### src/rtl/spi_pkg.sv
// Shared SPI definitions: FSM state encoding and default word width,
// common to the SPI master, slave and oversampled receiver.
package spi_pkg;

  typedef enum logic [0:0] {
    IDLE  = 1'b0,
    SHIFT = 1'b1
  } spi_state_e;

  localparam int SPI_WIDTH = 8;

endpackage

### src/rtl/spi_rx_fifo.sv
// First-word-fall-through receive FIFO with registered head word, level and
// flags; a write to a full FIFO is accepted only if a pop frees a slot that cycle.
module spi_rx_fifo import spi_pkg::*; #(
  parameter int WIDTH = SPI_WIDTH,
  parameter int DEPTH = 4
) (
  input  logic                   clk,
  input  logic                   i_areset,
  input  logic                   wr_en,
  input  logic [WIDTH-1:0]       wr_data,
  input  logic                   rd_en,
  output logic [WIDTH-1:0]       rd_data,
  output logic                   empty,
  output logic                   full,
  output logic [$clog2(DEPTH):0] level
);

  localparam int AW = $clog2(DEPTH);
  localparam int LW = AW + 1;

  logic [WIDTH-1:0] mem_r [DEPTH];
  logic [AW-1:0]    wr_ptr_r;
  logic [AW-1:0]    rd_ptr_r;
  logic [WIDTH-1:0] head_r;
  logic             empty_r;
  logic             full_r;
  logic [LW-1:0]    level_r;

  logic             pop_s;
  logic             wr_accept_s;
  logic [AW-1:0]    rd_ptr_next_s;
  logic [LW-1:0]    level_next_s;

  assign rd_data = head_r;
  assign empty   = empty_r;
  assign full    = full_r;
  assign level   = level_r;

  // Next-state decode for read pointer and occupancy
  always_comb begin
    pop_s       = rd_en & ~empty_r;
    wr_accept_s = wr_en & (~full_r | pop_s);
    if (pop_s) begin
      rd_ptr_next_s = rd_ptr_r + AW'(1);
    end else begin
      rd_ptr_next_s = rd_ptr_r;
    end
    level_next_s = level_r + LW'(wr_accept_s) - LW'(pop_s);
  end

  // Storage, pointers and the head register that precomputes the next word out
  always_ff @(posedge clk or posedge i_areset) begin
    if (i_areset) begin
      for (int i = 0; i < DEPTH; i++) begin
        mem_r[i] <= '0;
      end
      wr_ptr_r <= '0;
      rd_ptr_r <= '0;
      head_r   <= '0;
      empty_r  <= 1'b1;
      full_r   <= 1'b0;
      level_r  <= '0;
    end else begin
      if (wr_accept_s) begin
        mem_r[wr_ptr_r] <= wr_data;
        wr_ptr_r        <= wr_ptr_r + AW'(1);
      end
      rd_ptr_r <= rd_ptr_next_s;
      // The incoming word becomes the head when it lands in the next read slot
      if (wr_accept_s && (rd_ptr_next_s == wr_ptr_r)) begin
        head_r <= wr_data;
      end else begin
        head_r <= mem_r[rd_ptr_next_s];
      end
      level_r <= level_next_s;
      empty_r <= (level_next_s == '0);
      full_r  <= (level_next_s == LW'(DEPTH));
    end
  end

endmodule

### src/rtl/spi_os_receiver.sv
// Oversampled CPOL-0 SPI receiver: synchronizes sclk/mosi/cs into clk, shifts
// words MSB first into a FWFT FIFO. Define SPI_RX_OVF_CNT_EN to add o_ovf_count.
module spi_os_receiver import spi_pkg::*; #(
  parameter int WIDTH       = SPI_WIDTH,
  parameter int DEPTH       = 4,
  parameter int SYNC_STAGES = 2
) (
  input  logic                   clk,
  input  logic                   i_areset,
  input  logic                   i_sclk,
  input  logic                   i_mosi,
  input  logic                   i_cs,
  output logic [WIDTH-1:0]       o_data,
  output logic                   o_valid,
  input  logic                   i_ready,
  output logic [$clog2(DEPTH):0] o_level,
  output logic                   o_overflow,
  input  logic                   i_clear,
  output logic                   o_desync,
  output logic                   o_busy
`ifdef SPI_RX_OVF_CNT_EN
  ,
  output logic [7:0]             o_ovf_count
`endif
);

  localparam int CW = $clog2(WIDTH);
  localparam int LW = $clog2(DEPTH) + 1;

  logic [SYNC_STAGES-1:0] sclk_sync_r;
  logic [SYNC_STAGES-1:0] mosi_sync_r;
  logic [SYNC_STAGES-1:0] cs_sync_r;
  logic                   sclk_prev_r;
  logic                   sclk_s;
  logic                   mosi_s;
  logic                   cs_s;
  logic                   rise_s;

  spi_state_e             state_r;
  logic [WIDTH-1:0]       shift_r;
  logic [CW-1:0]          bit_cnt_r;
  logic                   wr_en_r;
  logic [WIDTH-1:0]       wr_data_r;
  logic                   desync_r;
  logic                   busy_r;
  logic                   ovf_r;
  logic                   drop_s;

  logic [WIDTH-1:0]       fifo_data_s;
  logic                   fifo_empty_s;
  logic                   fifo_full_s;
  logic [LW-1:0]          fifo_level_s;

  assign sclk_s = sclk_sync_r[SYNC_STAGES-1];
  assign mosi_s = mosi_sync_r[SYNC_STAGES-1];
  assign cs_s   = cs_sync_r[SYNC_STAGES-1];
  assign rise_s = sclk_s & ~sclk_prev_r;

  // A completed word is lost only when the FIFO is full and nobody pops it this cycle
  assign drop_s = wr_en_r & fifo_full_s & ~(i_ready & ~fifo_empty_s);

  assign o_data     = fifo_data_s;
  assign o_valid    = ~fifo_empty_s;
  assign o_level    = fifo_level_s;
  assign o_overflow = ovf_r;
  assign o_desync   = desync_r;
  assign o_busy     = busy_r;

  // Synchronizer chains and sclk edge-detect history
  always_ff @(posedge clk or posedge i_areset) begin
    if (i_areset) begin
      sclk_sync_r <= '0;
      mosi_sync_r <= '0;
      cs_sync_r   <= '0;
      sclk_prev_r <= 1'b0;
    end else begin
      sclk_sync_r <= {sclk_sync_r[SYNC_STAGES-2:0], i_sclk};
      mosi_sync_r <= {mosi_sync_r[SYNC_STAGES-2:0], i_mosi};
      cs_sync_r   <= {cs_sync_r[SYNC_STAGES-2:0], i_cs};
      sclk_prev_r <= sclk_s;
    end
  end

  // Frame FSM: shift on sclk rising edges, hand complete words to the FIFO
  always_ff @(posedge clk or posedge i_areset) begin
    if (i_areset) begin
      state_r   <= IDLE;
      shift_r   <= '0;
      bit_cnt_r <= '0;
      wr_en_r   <= 1'b0;
      wr_data_r <= '0;
      desync_r  <= 1'b0;
      busy_r    <= 1'b0;
    end else begin
      wr_en_r  <= 1'b0;
      desync_r <= 1'b0;
      case (state_r)
        IDLE: begin
          bit_cnt_r <= '0;
          if (cs_s) begin
            state_r <= SHIFT;
            busy_r  <= 1'b1;
          end else begin
            state_r <= IDLE;
            busy_r  <= 1'b0;
          end
        end
        SHIFT: begin
          if (!cs_s) begin
            // Frame closed mid-word: flag it and throw the partial bits away
            state_r   <= IDLE;
            busy_r    <= 1'b0;
            desync_r  <= (bit_cnt_r != '0);
            bit_cnt_r <= '0;
          end else if (rise_s) begin
            shift_r <= {shift_r[WIDTH-2:0], mosi_s};
            if (bit_cnt_r == CW'(WIDTH - 1)) begin
              wr_en_r   <= 1'b1;
              wr_data_r <= {shift_r[WIDTH-2:0], mosi_s};
              bit_cnt_r <= '0;
            end else begin
              bit_cnt_r <= bit_cnt_r + CW'(1);
            end
          end else begin
            bit_cnt_r <= bit_cnt_r;
          end
        end
        default: begin
          state_r   <= IDLE;
          busy_r    <= 1'b0;
          bit_cnt_r <= '0;
        end
      endcase
    end
  end

  // Sticky overflow flag; a new drop wins over a coincident clear
  always_ff @(posedge clk or posedge i_areset) begin
    if (i_areset) begin
      ovf_r <= 1'b0;
    end else if (drop_s) begin
      ovf_r <= 1'b1;
    end else if (i_clear) begin
      ovf_r <= 1'b0;
    end else begin
      ovf_r <= ovf_r;
    end
  end

`ifdef SPI_RX_OVF_CNT_EN
  logic [7:0] ovf_cnt_r;

  assign o_ovf_count = ovf_cnt_r;

  // Saturating count of dropped words
  always_ff @(posedge clk or posedge i_areset) begin
    if (i_areset) begin
      ovf_cnt_r <= 8'd0;
    end else if (i_clear) begin
      ovf_cnt_r <= drop_s ? 8'd1 : 8'd0;
    end else if (drop_s && (ovf_cnt_r != 8'd255)) begin
      ovf_cnt_r <= ovf_cnt_r + 8'd1;
    end else begin
      ovf_cnt_r <= ovf_cnt_r;
    end
  end
`endif

  spi_rx_fifo #(
    .WIDTH (WIDTH),
    .DEPTH (DEPTH)
  ) u_fifo (
    .clk      (clk),
    .i_areset (i_areset),
    .wr_en    (wr_en_r),
    .wr_data  (wr_data_r),
    .rd_en    (i_ready),
    .rd_data  (fifo_data_s),
    .empty    (fifo_empty_s),
    .full     (fifo_full_s),
    .level    (fifo_level_s)
  );

endmodule

### config.mk
export PLATFORM = sky130hd
export DESIGN_NAME = spi_os_receiver
export DESIGN_NICKNAME = d
export VERILOG_FILES = /design/src/rtl/spi_pkg.sv /design/src/rtl/spi_rx_fifo.sv /design/src/rtl/spi_os_receiver.sv
export SDC_FILE = /design/constraint.sdc
export NUM_CORES = 1
export LEC_CHECK = 0
export BUFFER_PORTS_ARGS = -buffer_cell sky130_fd_sc_hd__buf_2
export CAP_MARGIN = 10
export CORE_ASPECT_RATIO = 1.4
export CORE_MARGIN = 2
export CORE_UTILIZATION = 30
export CTS_BUF_LIST = sky130_fd_sc_hd__clkbuf_2 sky130_fd_sc_hd__clkbuf_4 sky130_fd_sc_hd__clkbuf_8
export CTS_CLUSTER_DIAMETER = 60
export DETAILED_ROUTE_END_ITERATION = 6
export PLACE_DENSITY = 0.55
export SKIP_CTS_REPAIR_TIMING = 1
export SYNTH_ARGS = -nofsm -noshare
export SYNTH_HDL_FRONTEND = slang
export SYNTH_HIERARCHICAL = 1
export SYNTH_SLANG_ARGS = --single-unit
### constraint.sdc
create_clock -name clk -period 5.5 [get_ports clk]
set_clock_uncertainty 0.2 [all_clocks]
set_input_delay 1.375 -clock clk [delete_from_list [all_inputs] [get_ports clk]]
set_output_delay 1.375 -clock clk [all_outputs]
set_load 0.01 [all_outputs]
# == Word level (Yosys, flattened, before mapping) ==
# Cells that the tools add are included.
# totals
reg_bits,79
word_cells,78
out_inout_bits,15
inputBits,7
# classes
bitwise,13
addsub,5
n_reduce_logical,7
eq_ne,5
magnitude_cmp,3
mux,23
# op_table
operator,count
bitwise mux 32 bit,1
2-to-1 mux 8 bit,4
binary-select mux 8 bit (select 2 bit),1
demux 8 bit (select 2 bit),1
2-to-1 mux 1 bit,10
2-to-1 mux 3 bit,3
"equality test 3 bit, second input constant",2
">= comparator 3 bit, second input constant",2
NOT 2 -> 3 bit,2
case mux 3 bit (2 select lines),1
AND 1 bit,5
NOT 1 bit,5
"adder 2 x 1 -> 2 bit, second input constant",2
AND reduction 4 bit,1
adder 3 x 1 -> 3 bit,1
"adder 3 x 1 -> 3 bit, second input constant",1
logical NOT 3 bit,1
"less-than comparator 3 x 1 -> 1 bit, second input constant",1
"!= test 3 bit, second input constant",1
AND reduction 3 bit,1
nonzero test 3 bit,1
subtractor 3 x 1 -> 3 bit,1
equality test 2 bit,1
logical AND 1 bit,2
other kinds (5),5

# == Longest topological paths before layout ==
# logic_depth
depth_word,8
mapped_depth,9
mapped_depth_nobuf,9

# == By module ==
# Netlist, hierarchy kept.
# by_module_without_submodules
module,area_each_um2,seq_area_each_um2,cells_each,instances
spi_rx_fifo,2319.7,1227.4,176,1
spi_os_receiver,1126.1,750.7,73,1

# == Least setup slack after synthesis ==
# OpenSTA, ideal clock, no wires.
# synth_path
path_type,input port to flip-flop
start,input i_ready
end,"register u_fifo.full_r, in the netlist u_fifo/full"
required_ns,5.212
slack_ns,2.186
arrival_time_ns,3.026
path_stages,9
path_cell_list,nand2b_2 a21boi_2 inv_1 ha_1 inv_1 ha_1 fa_1 xnor2_1 nor3b_1
# synth_via
elab_chain_len,6
# synth_lines
element,line,text
start: declaration,spi_os_receiver.sv:15,"input logic i_ready,"
AND 1 bit *,spi_rx_fifo.sv:41,pop_s = rd_en & ~empty_r;
bitwise OR 1 bit,spi_rx_fifo.sv:42,wr_accept_s = wr_en & (~full_r | pop_s);
AND 1 bit,spi_rx_fifo.sv:42,
adder 3 x 1 -> 3 bit,spi_rx_fifo.sv:48,level_next_s = level_r + LW'(wr_accept_s) - LW'(pop_s);
subtractor 3 x 1 -> 3 bit *,spi_rx_fifo.sv:48,
named net u_fifo.level_next_s[2],spi_rx_fifo.sv:32,logic [LW-1:0] level_next_s;
equality test 3 bit *,spi_rx_fifo.sv:77,full_r <= (level_next_s == LW'(DEPTH));
end signal: assignment,spi_rx_fifo.sv:77,
end: declaration,spi_rx_fifo.sv:26,logic full_r;
# The timed path passes the listed nets; every way through them passes the cells marked *.
# A chain may end at the register's enable or synchronous reset.

# == Final worst setup path ==
# Same ends and word-level chain as after synthesis.

==> impl_metrics.tcl <==
set metrics [dict create \
    fp.dieW_um 94.6 \
    crit_type "input port to register" \
    cts.clk_slew.worst_paths_ns 0.08 \
    hold_viol_final 0 \
    r2r_end "u_fifo/full" \
    chipHeight_um 131 \
    tightestPinTransition_ns 1.04 \
    syn_nets 266 \
    place_area_sq_um 3710 \
    place_ws_ns 1.89 \
    synth.top_cell.area_share_pct 56.6 \
    yosys_warnings 6 \
    critPathSlowestCell "fa_1" \
    synthArstFlopShare_pct 100 \
    min_from "mosi_sync_r[0]" \
    tritoncts "built" \
    syn_inst 249 \
    n_fill_cell 1159 \
    fin_util_pct 34.5 \
    fin_crit_sh_pct 59.5 \
    ff_latch_area_sq_um 1980 \
    setup_viol 0 \
    die-area_sq_um 12400 \
    clk_latency_ns 0.34 \
    place_hpwl_um 4490 \
    hold_end "mosi_sync_r[1]" \
    worstPathArrival_ns 3.33 \
    final_area_sq_um 3890 \
    rsz0062_at_grt "false" \
    hold_path.class "register to register" \
    yosysMostFrequentCell "dfrtp_1" \
    cap_violations 0 \
    grt-ovfl-total 0 \
    drive_gt1_share_pct 35.2 \
    track_usage_pct 11.9 \
    netlist_area_sq_um 3450 \
    drc 0 \
    numPlacedInstances 412 \
    postRouteAntennaNets 0 \
    clockBufferDepth 2 \
    ys_seq_elements 79 \
    cp_max_fo 8 \
    multi_input_area_sq_um 1370 \
    max_freq_mhz 306 \
    grt_pass1_vias 2077 \
    hold_depth 0 \
    port_buffers 21 \
    cts.sinks 79 \
    ys_seq_area_share_pct 57.4 \
    worstPathCellList "buf_2, nand2b_2, a21boi_2, inv_1, ha_1, inv_1, ha_1, fa_1, xnor2_1, nor3b_1" \
    grt_start_max_net_pins 50 \
    grt_pass1_wl_um 11000 \
    outcome "completed" \
    initial_core_util_pct 30.5 \
    worstPathRequired_ns 5.56 \
    synth_area_leaders "dfrtp_1, mux2_2, mux2i_1" \
    setup_ws_ns 2.23 \
    crit_buf_inv 3 \
    slowest_delay_ns 0.40 \
    grt_antenna_before_repair 0 \
    period_needed_ns 3.27 \
    numCtsBuffers 9 \
    synthToLayoutAreaGrowth_pct 12.9 \
    worst_setup_path_end_kind "register" \
    vdd_ir_drop_max_mv 0.104 \
    power_density_nw_per_um2 351 \
    routed_via_density 4.69 \
    drtPass1Iterations 4 \
    instances_no_fill 428 \
    synth_edf_count 0 \
    htreeDepth 3 \
    vias 2007 \
    place.gp.congestion 0.747 \
    diodes 0 \
    final_max_slew_viol_count 0 \
    holdWs_ns 0.155 \
    avgSynthCellArea_sq_um 13.8 \
    r2r_cells 9 \
    drt_iter0_markers 86 \
    finalSetupTns_ns 0 \
    rrSetupSlack_ns 2.86 \
    io_pins 22 \
    num_rows 46 \
    synth_common_cells "dfrtp_1, mux2_2, mux2i_1" \
    slew_headroom_pct 30.2 \
    routed_wl_um 6380 \
    finalPower_mw 1.37 \
    p_leak_nw 1.99 \
    synthDistinctLibCells 40 \
    coreArea_sq_um 11300 \
    synth_flop_cell "dfrtp_1" \
    routedWlPerCell_um 14.9 \
    synth_top_area_cell "dfrtp_1" \
    r2r_start "u_fifo/empty" \
    cp_top_family "adder cells" \
    nets 296 \
    clockRootBuffer "clkbuf_8" \
    start_kind "input port" \
]
==> cells in the final DEF (no fill, tap or decap), drive strengths merged, types with 2 or more instances in the layout <==
cell / instances
clkinv: 3
a211o: 7
dfrtp: 78
a21oi: 4
buf: 23
inv: 17
ha: 9
nor3: 17
mux2: 48
o21ai: 6
nand2: 7
a21boi: 2
nor2b: 2
nor3b: 3
nand3: 3
mux2i: 18
clkbuf: 14
xor2: 3
xnor2: 4
nor2: 5
==> state kept, by name, indices dropped and copies added, names as in the netlist, 2 cells and up <==
register	flops
u_fifo/mem_r	32
u_fifo/rd_data	8
wr_data_r	8
shift_r	7
bit_cnt_r	3
u_fifo/level	3
cs_sync_r	2
mosi_sync_r	2
sclk_sync_r	2
u_fifo/rd_ptr_r	2
u_fifo/wr_ptr_r	2
==> power breakdown <==
group / leakage, nW / total [mW] / internal, mW / switching (mW)
logic: 0.844 / 0.302 / 0.131 / 0.171
clock network: 0.0981 / 0.391 / 0.196 / 0.196
registers: 1.05 / 0.675 / 0.627 / 0.0482
==> per-layer routing <==
layer  wire (um)  share of wire, %  up-vias  track usage [%]
met3         162               2.5        5             3.27
met4          70               1.1        0             5.63
li1            -                 -      940                -
met1        2690                42     1037             13.9
met5           0                 0        -                0
met2        3460                54       25             20.2
==> how the worst max path moves through the flow <==
stage,from,endpoint,slack [ns],cells after the start
CTS,i_ready,u_fifo/full,2.23,10
finish,i_ready,u_fifo/full,2.23,10
detailed placement,i_ready,u_fifo/full,1.89,10
global route,i_ready,u_fifo/full,2.02,10
floorplan,i_ready,u_fifo/full,2.19,9
global placement,i_ready,u_fifo/full,1.97,10
==> worst register-to-register path, stage by stage, from the launching register on <==
cell	delay (ns)
dfstp_2	0.39
nand2b_2	0.21
a21boi_2	0.31
inv_1	0.08
ha_1	0.28
inv_1	0.04
ha_1	0.18
fa_1	0.40
xnor2_1	0.25
nor3b_1	0.21
==> cell type report <==
| cell class | instances | area share (%) |
|---|---|---|
| Inverter | 18 | 1.74 |
| Timing Repair Buffer | 23 | 3.09 |
| Sequential cell | 79 | 50.8 |
| Clock buffer | 14 | 4.31 |
| Tap cell | 144 | 4.63 |
| Clock inverter | 2 | 0.257 |
| Multi-Input combinational cell | 148 | 35.1 |
==> cell families (layout without fill, tap and decap cells) <==
kind of cell | count (synthesis) | after routing | share of synthesized area (%)
AOI/OAI and AO/OA | 23 | 23 | 5.05
xor gates and xnor gates | 7 | 7 | 2.54
adders and majority gates | 10 | 10 | 3.85
buffers and inverters | 22 | 57 | 2.90
DFF | 79 | 79 | 57.4
muxes | 66 | 66 | 20.9
and+or+nand+nor | 42 | 42 | 7.34
(Power assumes the default switching activity.)
